## src/rtl/cache_mem_pkg.sv

```systemverilog
// Definitions shared by the caches and the memory-port arbiter:
// FSM states, grant codes and cache-line geometry.
package cache_mem_pkg;

  typedef enum logic [1:0] {IDLE, BURST, DONE} state_t;
  typedef enum logic {GNT_IC, GNT_DC} grant_t;

  localparam int MEM_DATA_W = 32;
  localparam int LINE_WORDS = 4;
  localparam int OFFSET_W   = $clog2(LINE_WORDS * MEM_DATA_W / 8);
  localparam int BEAT_W     = $clog2(LINE_WORDS);
  localparam int BYTE_W     = OFFSET_W - BEAT_W;

endpackage

```

## src/rtl/imem_port_arbiter_if.sv

```systemverilog
// Cache-side and memory-side signals of the shared memory port.
interface imem_port_arbiter_if #(
  parameter int ADDR_W = 64,
  parameter int DATA_W = cache_mem_pkg::MEM_DATA_W
);

  logic              ic_req;
  logic [ADDR_W-1:0] ic_addr;
  logic [DATA_W-1:0] ic_data;
  logic              ic_valid;
  logic              ic_done;
  logic              dc_req;
  logic [ADDR_W-1:0] dc_addr;
  logic              dc_we;
  logic [DATA_W-1:0] dc_wdata;
  logic [DATA_W-1:0] dc_data;
  logic              dc_valid;
  logic              dc_done;
  logic              mem_request;
  logic [ADDR_W-1:0] mem_addr;
  logic              mem_we;
  logic [DATA_W-1:0] mem_wdata;
  logic              memory_ready;
  logic [DATA_W-1:0] memory_data;

  // The arbiter is the slave of both caches and drives the memory model.
  modport slave (
    input  ic_req, ic_addr, dc_req, dc_addr, dc_we, dc_wdata, memory_ready, memory_data,
    output ic_data, ic_valid, ic_done, dc_data, dc_valid, dc_done,
    output mem_request, mem_addr, mem_we, mem_wdata
  );

  modport master (
    output ic_req, ic_addr, dc_req, dc_addr, dc_we, dc_wdata, memory_ready, memory_data,
    input  ic_data, ic_valid, ic_done, dc_data, dc_valid, dc_done,
    input  mem_request, mem_addr, mem_we, mem_wdata
  );

endinterface

```

## src/rtl/imem_port_arbiter_rr_arb2.sv

```systemverilog
// Two-way round-robin pick; the requester that did not win last time wins a tie.
module rr_arb2
  import cache_mem_pkg::*;
(
  input  logic   ic_req,
  input  logic   dc_req,
  input  grant_t last_grant,
  output logic   any_req,
  output grant_t pick
);

  assign any_req = ic_req | dc_req;

  always_comb begin
    pick = GNT_DC;
    if (ic_req && (!dc_req || last_grant == GNT_DC))
      pick = GNT_IC;
  end

endmodule

```

## src/rtl/imem_port_arbiter.sv

```systemverilog
// Shares one memory port between I-cache line refills and D-cache line reads
// or single-word writes; every output is registered.
module imem_port_arbiter
  import cache_mem_pkg::*;
#(
  parameter int ADDR_W = 64,
  parameter int DATA_W = MEM_DATA_W
) (
  input  logic               clk,
  input  logic               reset,
  imem_port_arbiter_if.slave bus
);

  localparam logic [ADDR_W-1:0] WORD_MASK = ~ADDR_W'((1 << BYTE_W) - 1);
  localparam logic [ADDR_W-1:0] LINE_MASK = ~ADDR_W'((1 << OFFSET_W) - 1);
  localparam logic [DATA_W-1:0] ZERO_WORD = '0;

  state_t            state;
  grant_t            last_grant;
  grant_t            pick;
  logic              any_req;
  logic              txn_we;
  logic [BEAT_W-1:0] beat_cnt;
  logic [BEAT_W-1:0] next_beat;
  logic [ADDR_W-1:0] line_base;
  logic [ADDR_W-1:0] sel_addr;
  logic              sel_we;
  logic              last_beat;

  rr_arb2 u_rr_arb2 (
    .ic_req     (bus.ic_req),
    .dc_req     (bus.dc_req),
    .last_grant (last_grant),
    .any_req    (any_req),
    .pick       (pick)
  );

  assign sel_addr  = (pick == GNT_IC) ? bus.ic_addr : bus.dc_addr;
  assign sel_we    = (pick == GNT_DC) && bus.dc_we;
  assign next_beat = beat_cnt + BEAT_W'(1);
  assign last_beat = txn_we || (beat_cnt == BEAT_W'(LINE_WORDS - 1));

  // last_grant doubles as the owner of the burst in flight.
  always_ff @(posedge clk or posedge reset) begin
    if (reset) begin
      state           <= IDLE;
      beat_cnt        <= '0;
      last_grant      <= GNT_DC;
      txn_we          <= 1'b0;
      line_base       <= '0;
      bus.mem_request <= 1'b0;
      bus.mem_addr    <= '0;
      bus.mem_we      <= 1'b0;
      bus.mem_wdata   <= ZERO_WORD;
      bus.ic_data     <= ZERO_WORD;
      bus.ic_valid    <= 1'b0;
      bus.ic_done     <= 1'b0;
      bus.dc_data     <= ZERO_WORD;
      bus.dc_valid    <= 1'b0;
      bus.dc_done     <= 1'b0;
    end else begin
      bus.ic_valid <= 1'b0;
      bus.ic_done  <= 1'b0;
      bus.dc_valid <= 1'b0;
      bus.dc_done  <= 1'b0;
      bus.ic_data  <= ZERO_WORD;
      bus.dc_data  <= ZERO_WORD;
      case (state)
        IDLE: begin
          if (any_req) begin
            state           <= BURST;
            last_grant      <= pick;
            txn_we          <= sel_we;
            beat_cnt        <= '0;
            line_base       <= sel_addr & LINE_MASK;
            bus.mem_request <= 1'b1;
            bus.mem_we      <= sel_we;
            bus.mem_wdata   <= sel_we ? bus.dc_wdata : ZERO_WORD;
            bus.mem_addr    <= sel_we ? (sel_addr & WORD_MASK) : (sel_addr & LINE_MASK);
          end
        end
        BURST: begin
          if (bus.memory_ready) begin
            if (!txn_we) begin
              if (last_grant == GNT_IC) begin
                bus.ic_valid <= 1'b1;
                bus.ic_data  <= bus.memory_data;
              end else begin
                bus.dc_valid <= 1'b1;
                bus.dc_data  <= bus.memory_data;
              end
            end
            // Done rises together with the final valid, never a cycle later.
            if (last_beat) begin
              state           <= DONE;
              beat_cnt        <= '0;
              bus.mem_request <= 1'b0;
              bus.mem_addr    <= '0;
              bus.mem_we      <= 1'b0;
              bus.mem_wdata   <= ZERO_WORD;
              if (last_grant == GNT_IC)
                bus.ic_done <= 1'b1;
              else
                bus.dc_done <= 1'b1;
            end else begin
              beat_cnt     <= next_beat;
              bus.mem_addr <= line_base | (ADDR_W'(next_beat) << BYTE_W);
            end
          end
        end
        DONE:    state <= IDLE;
        default: state <= IDLE;
      endcase
    end
  end

endmodule
```

## src/flat_wrapper.sv

```systemverilog
// flat-port wrapper written by rule: the top's interface ports become plain ports
module imem_port_arbiter_flat import cache_mem_pkg::*;
#(
  parameter int ADDR_W = 64,
  parameter int DATA_W = MEM_DATA_W
)
  (clk, reset, bus_ic_req, bus_ic_addr, bus_dc_req, bus_dc_addr, bus_dc_we, bus_dc_wdata, bus_memory_ready, bus_memory_data, bus_ic_data, bus_ic_valid, bus_ic_done, bus_dc_data, bus_dc_valid, bus_dc_done, bus_mem_request, bus_mem_addr, bus_mem_we, bus_mem_wdata);
  imem_port_arbiter_if #(.ADDR_W(ADDR_W), .DATA_W(DATA_W)) bus_i ();
  input  logic clk;
  input  logic reset;
  input wire logic [$bits(bus_i.ic_req)-1:0] bus_ic_req;
  input wire logic [$bits(bus_i.ic_addr)-1:0] bus_ic_addr;
  input wire logic [$bits(bus_i.dc_req)-1:0] bus_dc_req;
  input wire logic [$bits(bus_i.dc_addr)-1:0] bus_dc_addr;
  input wire logic [$bits(bus_i.dc_we)-1:0] bus_dc_we;
  input wire logic [$bits(bus_i.dc_wdata)-1:0] bus_dc_wdata;
  input wire logic [$bits(bus_i.memory_ready)-1:0] bus_memory_ready;
  input wire logic [$bits(bus_i.memory_data)-1:0] bus_memory_data;
  output wire logic [$bits(bus_i.ic_data)-1:0] bus_ic_data;
  output wire logic [$bits(bus_i.ic_valid)-1:0] bus_ic_valid;
  output wire logic [$bits(bus_i.ic_done)-1:0] bus_ic_done;
  output wire logic [$bits(bus_i.dc_data)-1:0] bus_dc_data;
  output wire logic [$bits(bus_i.dc_valid)-1:0] bus_dc_valid;
  output wire logic [$bits(bus_i.dc_done)-1:0] bus_dc_done;
  output wire logic [$bits(bus_i.mem_request)-1:0] bus_mem_request;
  output wire logic [$bits(bus_i.mem_addr)-1:0] bus_mem_addr;
  output wire logic [$bits(bus_i.mem_we)-1:0] bus_mem_we;
  output wire logic [$bits(bus_i.mem_wdata)-1:0] bus_mem_wdata;
  assign bus_i.ic_req = bus_ic_req;
  assign bus_i.ic_addr = bus_ic_addr;
  assign bus_i.dc_req = bus_dc_req;
  assign bus_i.dc_addr = bus_dc_addr;
  assign bus_i.dc_we = bus_dc_we;
  assign bus_i.dc_wdata = bus_dc_wdata;
  assign bus_i.memory_ready = bus_memory_ready;
  assign bus_i.memory_data = bus_memory_data;
  assign bus_ic_data = bus_i.ic_data;
  assign bus_ic_valid = bus_i.ic_valid;
  assign bus_ic_done = bus_i.ic_done;
  assign bus_dc_data = bus_i.dc_data;
  assign bus_dc_valid = bus_i.dc_valid;
  assign bus_dc_done = bus_i.dc_done;
  assign bus_mem_request = bus_i.mem_request;
  assign bus_mem_addr = bus_i.mem_addr;
  assign bus_mem_we = bus_i.mem_we;
  assign bus_mem_wdata = bus_i.mem_wdata;
  imem_port_arbiter #(.ADDR_W(ADDR_W), .DATA_W(DATA_W)) u_core (.clk(clk), .reset(reset), .bus(bus_i));
endmodule
```

## config.mk

```make
export PLATFORM = sky130hd
export DESIGN_NAME = imem_port_arbiter_flat
export DESIGN_NICKNAME = d
export VERILOG_FILES = /design/src/rtl/cache_mem_pkg.sv /design/src/rtl/imem_port_arbiter_if.sv /design/src/rtl/imem_port_arbiter_rr_arb2.sv /design/src/rtl/imem_port_arbiter.sv /design/src/flat_wrapper.sv
export SDC_FILE = /design/constraint.sdc
export NUM_CORES = 1
export LEC_CHECK = 0
export ABC_CLOCK_PERIOD_IN_PS = 9510
export CAP_MARGIN = 15
export CORE_UTILIZATION = 43
export DETAILED_ROUTE_END_ITERATION = 7
export GPL_ROUTABILITY_DRIVEN = 1
export PLACE_DENSITY = 0.8
export SYNTH_ARGS = -nofsm -noshare
export SYNTH_HDL_FRONTEND = slang
export SYNTH_SLANG_ARGS = --single-unit
```

## constraint.sdc

```tcl
create_clock -name clk -period 9.51 [get_ports clk]
set_clock_uncertainty 0.2 [all_clocks]
set_input_delay 0.951 -clock clk [delete_from_list [all_inputs] [get_ports clk]]
set_output_delay 0.951 -clock clk [all_outputs]
set_load 0.02 [all_outputs]
```

======== Yosys cells after proc, flatten, opt, wreduce, memory -nomap -nowiden ========
Cells that the tools add are included.
storage, ports and cells
  register bits ........................... 232
  input port bits ......................... 198
  output and inout port bits .............. 166
  word-level logic and storage cells ...... 82
operators by class
  add/sub/neg operators ................... 1
  equal/unequal tests ..................... 5
  muxes and demuxes ....................... 48
  bitwise gates (word level) .............. 2
  reductions and logical operators ........ 11
operator list
  cell                                                  count
  two-way mux 32 bit                                    12
  two-way mux 64 bit                                    4
  one-hot mux 64 bit (2 select lines)                   1
  bitwise OR 64 x 4 -> 64 bit                           1
  one-hot mux 32 bit (2 select lines)                   1
  two-way mux 1 bit                                     19
  two-way mux 2 bit                                     6
  one-hot mux 2 bit (2 select lines)                    2
  AND reduction 3 bit                                   2
  two-way mux 4 bit                                     1
  != test 2 x 1 -> 1 bit (second input constant)        2
  one-hot mux 1 bit (2 select lines)                    2
  AND reduction 4 bit                                   1
  adder 2 x 1 -> 2 bit (second input constant)          1
  equality test 2 x 1 -> 1 bit (second input constant)  1
  equality test 2 bit (second input constant)           1
  logical AND 1 bit                                     2
  logical NOT 2 bit                                     1
  logical OR 1 bit                                      2
  != test 2 bit (second input constant)                 1
  AND reduction 2 bit                                   1
  nonzero test 2 bit                                    1
  logical NOT 1 bit                                     1
  bitwise OR 1 bit                                      1

======== Logic depth before layout (Yosys ltp) ========
  depth after elaboration ................. 8
  depth in mapped cells ................... 7
  depth with buffers taken out ............ 5

======== Modules after synthesis ========
From an unflattened synthesis, not the netlist that was laid out.
second synthesis, totals
  cell total of the unflattened synthesis .. 742
  area total of the unflattened synthesis .. 9759.4 sq um
modules (own cells, without submodules)
  module             times used  cells each  area each (sq um)  seq. area each (sq um)
  imem_port_arbiter  1           739         9744.3             5756.8
  rr_arb2            1           3           15.0               0.0

======== Worst setup path before layout ========
OpenSTA, ideal clock, no wires.
  path kind ............................... in2reg
  start ................................... in bus_dc_req
  end ..................................... reg u_core.bus.mem_addr[21]
  setup time .............................. 0.082 ns
  arrival time ............................ 1.944 ns
  data required time ...................... 9.228 ns
  setup slack ............................. 7.283 ns
  stages .................................. 6
  buffers on the path ..................... 2
  cells stage by stage .................... nor3_2 or3_1 buf_2 buf_1 a21oi_1 o22ai_1
between the ends
  longest elaborated chain between the ends .. 6
  elaborated cells between the ends (all ways) .. 9
  those cells by class .................... eq/ne: 1; mux: 3; bitwise: 1; reduce/logical: 4
ends and longest elaborated chain
  element                              line                             RTL
  start: declaration                   flat_wrapper.sv:13               input wire logic [$bits(bus_i.dc_req)-1:0] bus_dc_req;
  logical NOT 1 bit                    imem_port_arbiter_rr_arb2.sv:16  if (ic_req && (!dc_req || last_grant == GNT_DC))
  logical OR 1 bit                     imem_port_arbiter_rr_arb2.sv:16
  logical AND 1 bit                    imem_port_arbiter_rr_arb2.sv:16
  two-way mux 64 bit                   imem_port_arbiter.sv:38          assign sel_addr = (pick == GNT_IC) ? bus.ic_addr : bus.dc_addr;
  two-way mux 64 bit                   imem_port_arbiter.sv:70          if (any_req) begin
  one-hot mux 64 bit (2 select lines)  imem_port_arbiter.sv:68          case (state)
  end signal: assignment               imem_port_arbiter.sv:79          bus.mem_addr <= sel_we ? (sel_addr & WORD_MASK) : (sel_addr & LINE_MASK);
  end signal: assignment               imem_port_arbiter.sv:107         bus.mem_addr <= line_base | (ADDR_W'(next_beat) << BYTE_W);
  end: declaration                     imem_port_arbiter_if.sv:30       output mem_request, mem_addr, mem_we, mem_wdata
Parallel ways exist; a longest one is shown, timed or not. The select of a mux whose other input is x is not followed.
A chain may end at the register's enable or synchronous reset.

======== Final worst setup path ========
  start ................................... in bus_ic_req
  end ..................................... reg u_core.line_base[41]
between the ends
  longest elaborated chain between the ends .. 2
  elaborated cells between the ends (all ways) .. 4
  those cells by class .................... mux: 1; bitwise: 1; reduce/logical: 2
ends and longest elaborated chain
  element                                                                     line                                                              RTL
  start: declaration                                                          flat_wrapper.sv:11                                                input wire logic [$bits(bus_i.ic_req)-1:0] bus_ic_req;
  bitwise OR 1 bit or logical AND 1 bit (tied branches)                       imem_port_arbiter_rr_arb2.sv:12, imem_port_arbiter_rr_arb2.sv:16
  AND reduction 2 bit (no source line) or two-way mux 64 bit (tied branches)  --
  end signal: assignment                                                      imem_port_arbiter.sv:75                                           line_base <= sel_addr & LINE_MASK;
  end: declaration                                                            imem_port_arbiter.sv:25                                           logic [ADDR_W-1:0] line_base;
Parallel ways exist; a longest one is shown, timed or not.

==> summary.md <==
| Metric | Value |
|---|---|
| Status | `complete, no violations` |
| DRC | `0` |
| Final Setup Violations | `0` |
| Area Growth Syn to Fin | `50.1%` |
| Sequential fraction of the synthesis area | `0.636` |
| Io pins | `364` |
| Fmax | `roughly 0.31 GHz` |
| Clock Tree Buf Depth | `3` |
| Worst-path clk slew | `around 0.06 ns` |
| Total global-route track usage | `0.234` |
| Critical Path End Type | `flop` |
| DRT iter0 DRCs | `between 300 and 400` |
| Worst EP arrival | `3.39 ns` |
| Commonest non-fill, non-tap cells in the layout | `clkdlybuf4s50_1 (355), dfrtp_1 (229), nand2_1 (69)` |
| Routability cong. | `0.772` |
| Worst setup margin | `~6.3 ns` |
| Final core occ | `0.665` |
| Crit path max fanout | `~120` |
| CTS tree | `built` |
| Slew Viols, Final | `0` |
| First-pass GRT wire length | `39900 um` |
| Pre-antenna DRT Iters | `4` |
| Max IR drop VDD | `between 0.15 and 0.2 mV` |
| Worst reg-to-reg setup slack | `roughly 7.1 ns` |
| Die width | `approximately 150 um` |
| Antenna Nets Post-Route | `0` |
| Via density per instance | `roughly 5.1` |
| Worst Path Required | `9.66 ns` |
| Final HPWL DP | `approximately 17000 um` |
| Routed WL | `approximately 25000 um` |
| Ys Warns | `0` |
| Core footprint | `20400 um2` |
| Slew margin rel. | `0.290` |
| Number of global-route vias before repair | `7393` |
| Cell count after synthesis | `between 700 and 800` |
| RSZ-0062 raised after global routing | `no` |
| Routed vias | `~7200` |
| TritonCTS Buffers | `25` |
| Wire per inst | `around 18 um` |
| Grt ovf | `0` |
| Commonest non-fill, non-tap cell in the layout | `clkdlybuf4s50_1` |
| Initial antenna violation count | `1` |
| Root Driver | `clkbuf_16` |
| Endpoints failing hold | `0` |
| Power Dens Cells | `roughly 320 nW/um2` |
| Final Non-Filler Cells | `1413` |
| Area post-placement | `12700 um2` |
| Post-Place Cells | `1367` |
| Crit start category | `input port` |
| CTS Hold Bufs | `0` |
| Layout cells sized above 1 | `0.0534` |
| Clock sinks | `230` |
| H-Tree Depth | `1` |
| Worst Max-Slew Pin Slew | `1.06 ns` |
| Min Tclk post-route | `between 3 and 4 ns` |
| Die height | `147 um` |
| Maximum number of pins on one net before global-route repair | `152` |
| Post-CTS Setup Repair Bufs | `0` |
| Place WS | `around 5.4 ns` |
| Design area | `between 10000 and 15000 um2` |
| Post-Syn Area | `between 9000 and 10000 um2` |
| Cell variety after synth | `31` |
| Port bufs | `approximately 360` |
| Initial core utilization | `0.443` |
| Setup TNS | `0 ns` |
| Final worst-path cycle share | `0.341` |
| Synthesis-stage register bit count | `230` |
| Clk Latency, worst-skew pair | `0.50 ns` |
| Crit Path Class | `in2reg` |
| Syn_area_per_cell | `roughly 11 um2` |
| Max-Cap Viols | `0` |
| CTS resizes | `0` |
| Nets | `around 1300` |
| Hold WC Path Type | `reg2reg` |
| P_leak | `a little over 6 nW` |
| Die area | `21600 um2` |
| Placement row count | `52` |
-- stage by stage --
stage,total power [mW],hold WS (ns)
finish,4.30,0.270
global route,4.57,0.304
CTS,4.33,0.277
detailed placement,3.36,0.268
global placement,3.31,0.259
floorplan,2.60,0.250
-- final timing paths --
kind	from	endpoint	cells past startpoint
max in group asynchronous	reset	u_core.line_base[28]	3
hold / removal	u_core.bus.mem_we	u_core.bus.mem_we	1
setup / recovery	bus_ic_req	u_core.line_base[41]	5
hold reg to reg	u_core.bus.mem_we	u_core.bus.mem_we	1
min in group asynchronous	reset	u_core.bus.mem_addr[22]	2
setup reg to reg	u_core.last_grant	u_core.line_base[43]	4
-- synth_stat cells --
cell      instances  area share
and2_1           65       0.045
conb_1            1     0.00041
buf_1             4      0.0017
inv_1             2     0.00083
a21oi_1          61       0.034
mux2i_1          60       0.066
nor3_2            3      0.0033
o22ai_1          60       0.041
nor3_1            1     0.00055
o21ai_1           3      0.0017
ha_1              1      0.0014
dfstp_2           1      0.0029
a211o_1           1     0.00097
o21ai_0          62       0.034
clkbuf_1         27       0.011
a21o_1            2      0.0017
nand2b_1          2      0.0014
nor2b_1           2      0.0014
a31oi_1           3      0.0021
nand4_1           2      0.0014
a22o_1           32       0.031
nor3b_2           1      0.0014
or3_1             1     0.00069
and4_1            1     0.00097
dfrtp_1         229        0.63
buf_6             6      0.0075
buf_2            21       0.012
nor3_4            1      0.0018
nand2_1          69       0.029
nor2_1           65       0.027
buf_4             4      0.0033
-- routing by layer --
| layer | up-vias | track usage | part of all wire |
|---|---|---|---|
| li1 | 3414 | - | - |
| met1 | 3456 | 0.274 | 0.38 |
| met2 | 291 | 0.401 | 0.49 |
| met3 | 26 | 0.0978 | 0.12 |
| met4 | 0 | 0.0474 | 0.013 |
| met5 | - | 0 | 0 |
-- sequential cells by signal (all words and copies together) (netlist names) --
signal and count:
u_core.bus.mem_addr 62, u_core.txn_we 1, u_core.line_base 60, u_core.bus.mem_wdata 32
u_core.bus.dc_done 1, u_core.bus.mem_request 1, u_core.bus.ic_valid 1, u_core.bus.ic_data 32
u_core.bus.dc_data 32, u_core.state 2, u_core.last_grant 1, u_core.beat_cnt 2
u_core.bus.dc_valid 1, u_core.bus.mem_we 1, u_core.bus.ic_done 1
-- power by group --
part	total, mW	switching (mW)	internal (mW)
combinational	1.82	1.03	0.788
clock	0.951	0.370	0.581
sequential	1.53	0.184	1.35
-- kinds of logic (layout without fill, tap and decap cells) --
kind of cell / after synthesis / count (layout) / synth area share
flops: 230 / 230 / 0.636
compound gates: 224 / 224 / 0.147
fa+ha+maj: 1 / 1 / 0.00138
other cells: 1 / 3 / 0.000414
simple gates: 213 / 213 / 0.113
mux: 60 / 60 / 0.0663
buf+inv: 64 / 412 / 0.0361
-- cell type report --
type	count	area, um2
fill	1556	6840
sequential	230	5760
timing repair buffer	366	3660
multi-input combinational	500	3010
clock buffer	35	723
tap	270	338
clock inverter	9	95.1
inverter	2	15.0
antenna	1	2.50
-- critical path, cell delays in order --
cell             delay (ns)
clkdlybuf4s50_1        0.56
o21ai_4                0.88
buf_4                  0.37
buf_16                 0.34
o21ai_0                0.19
Power figures use the tool's default switching activity.
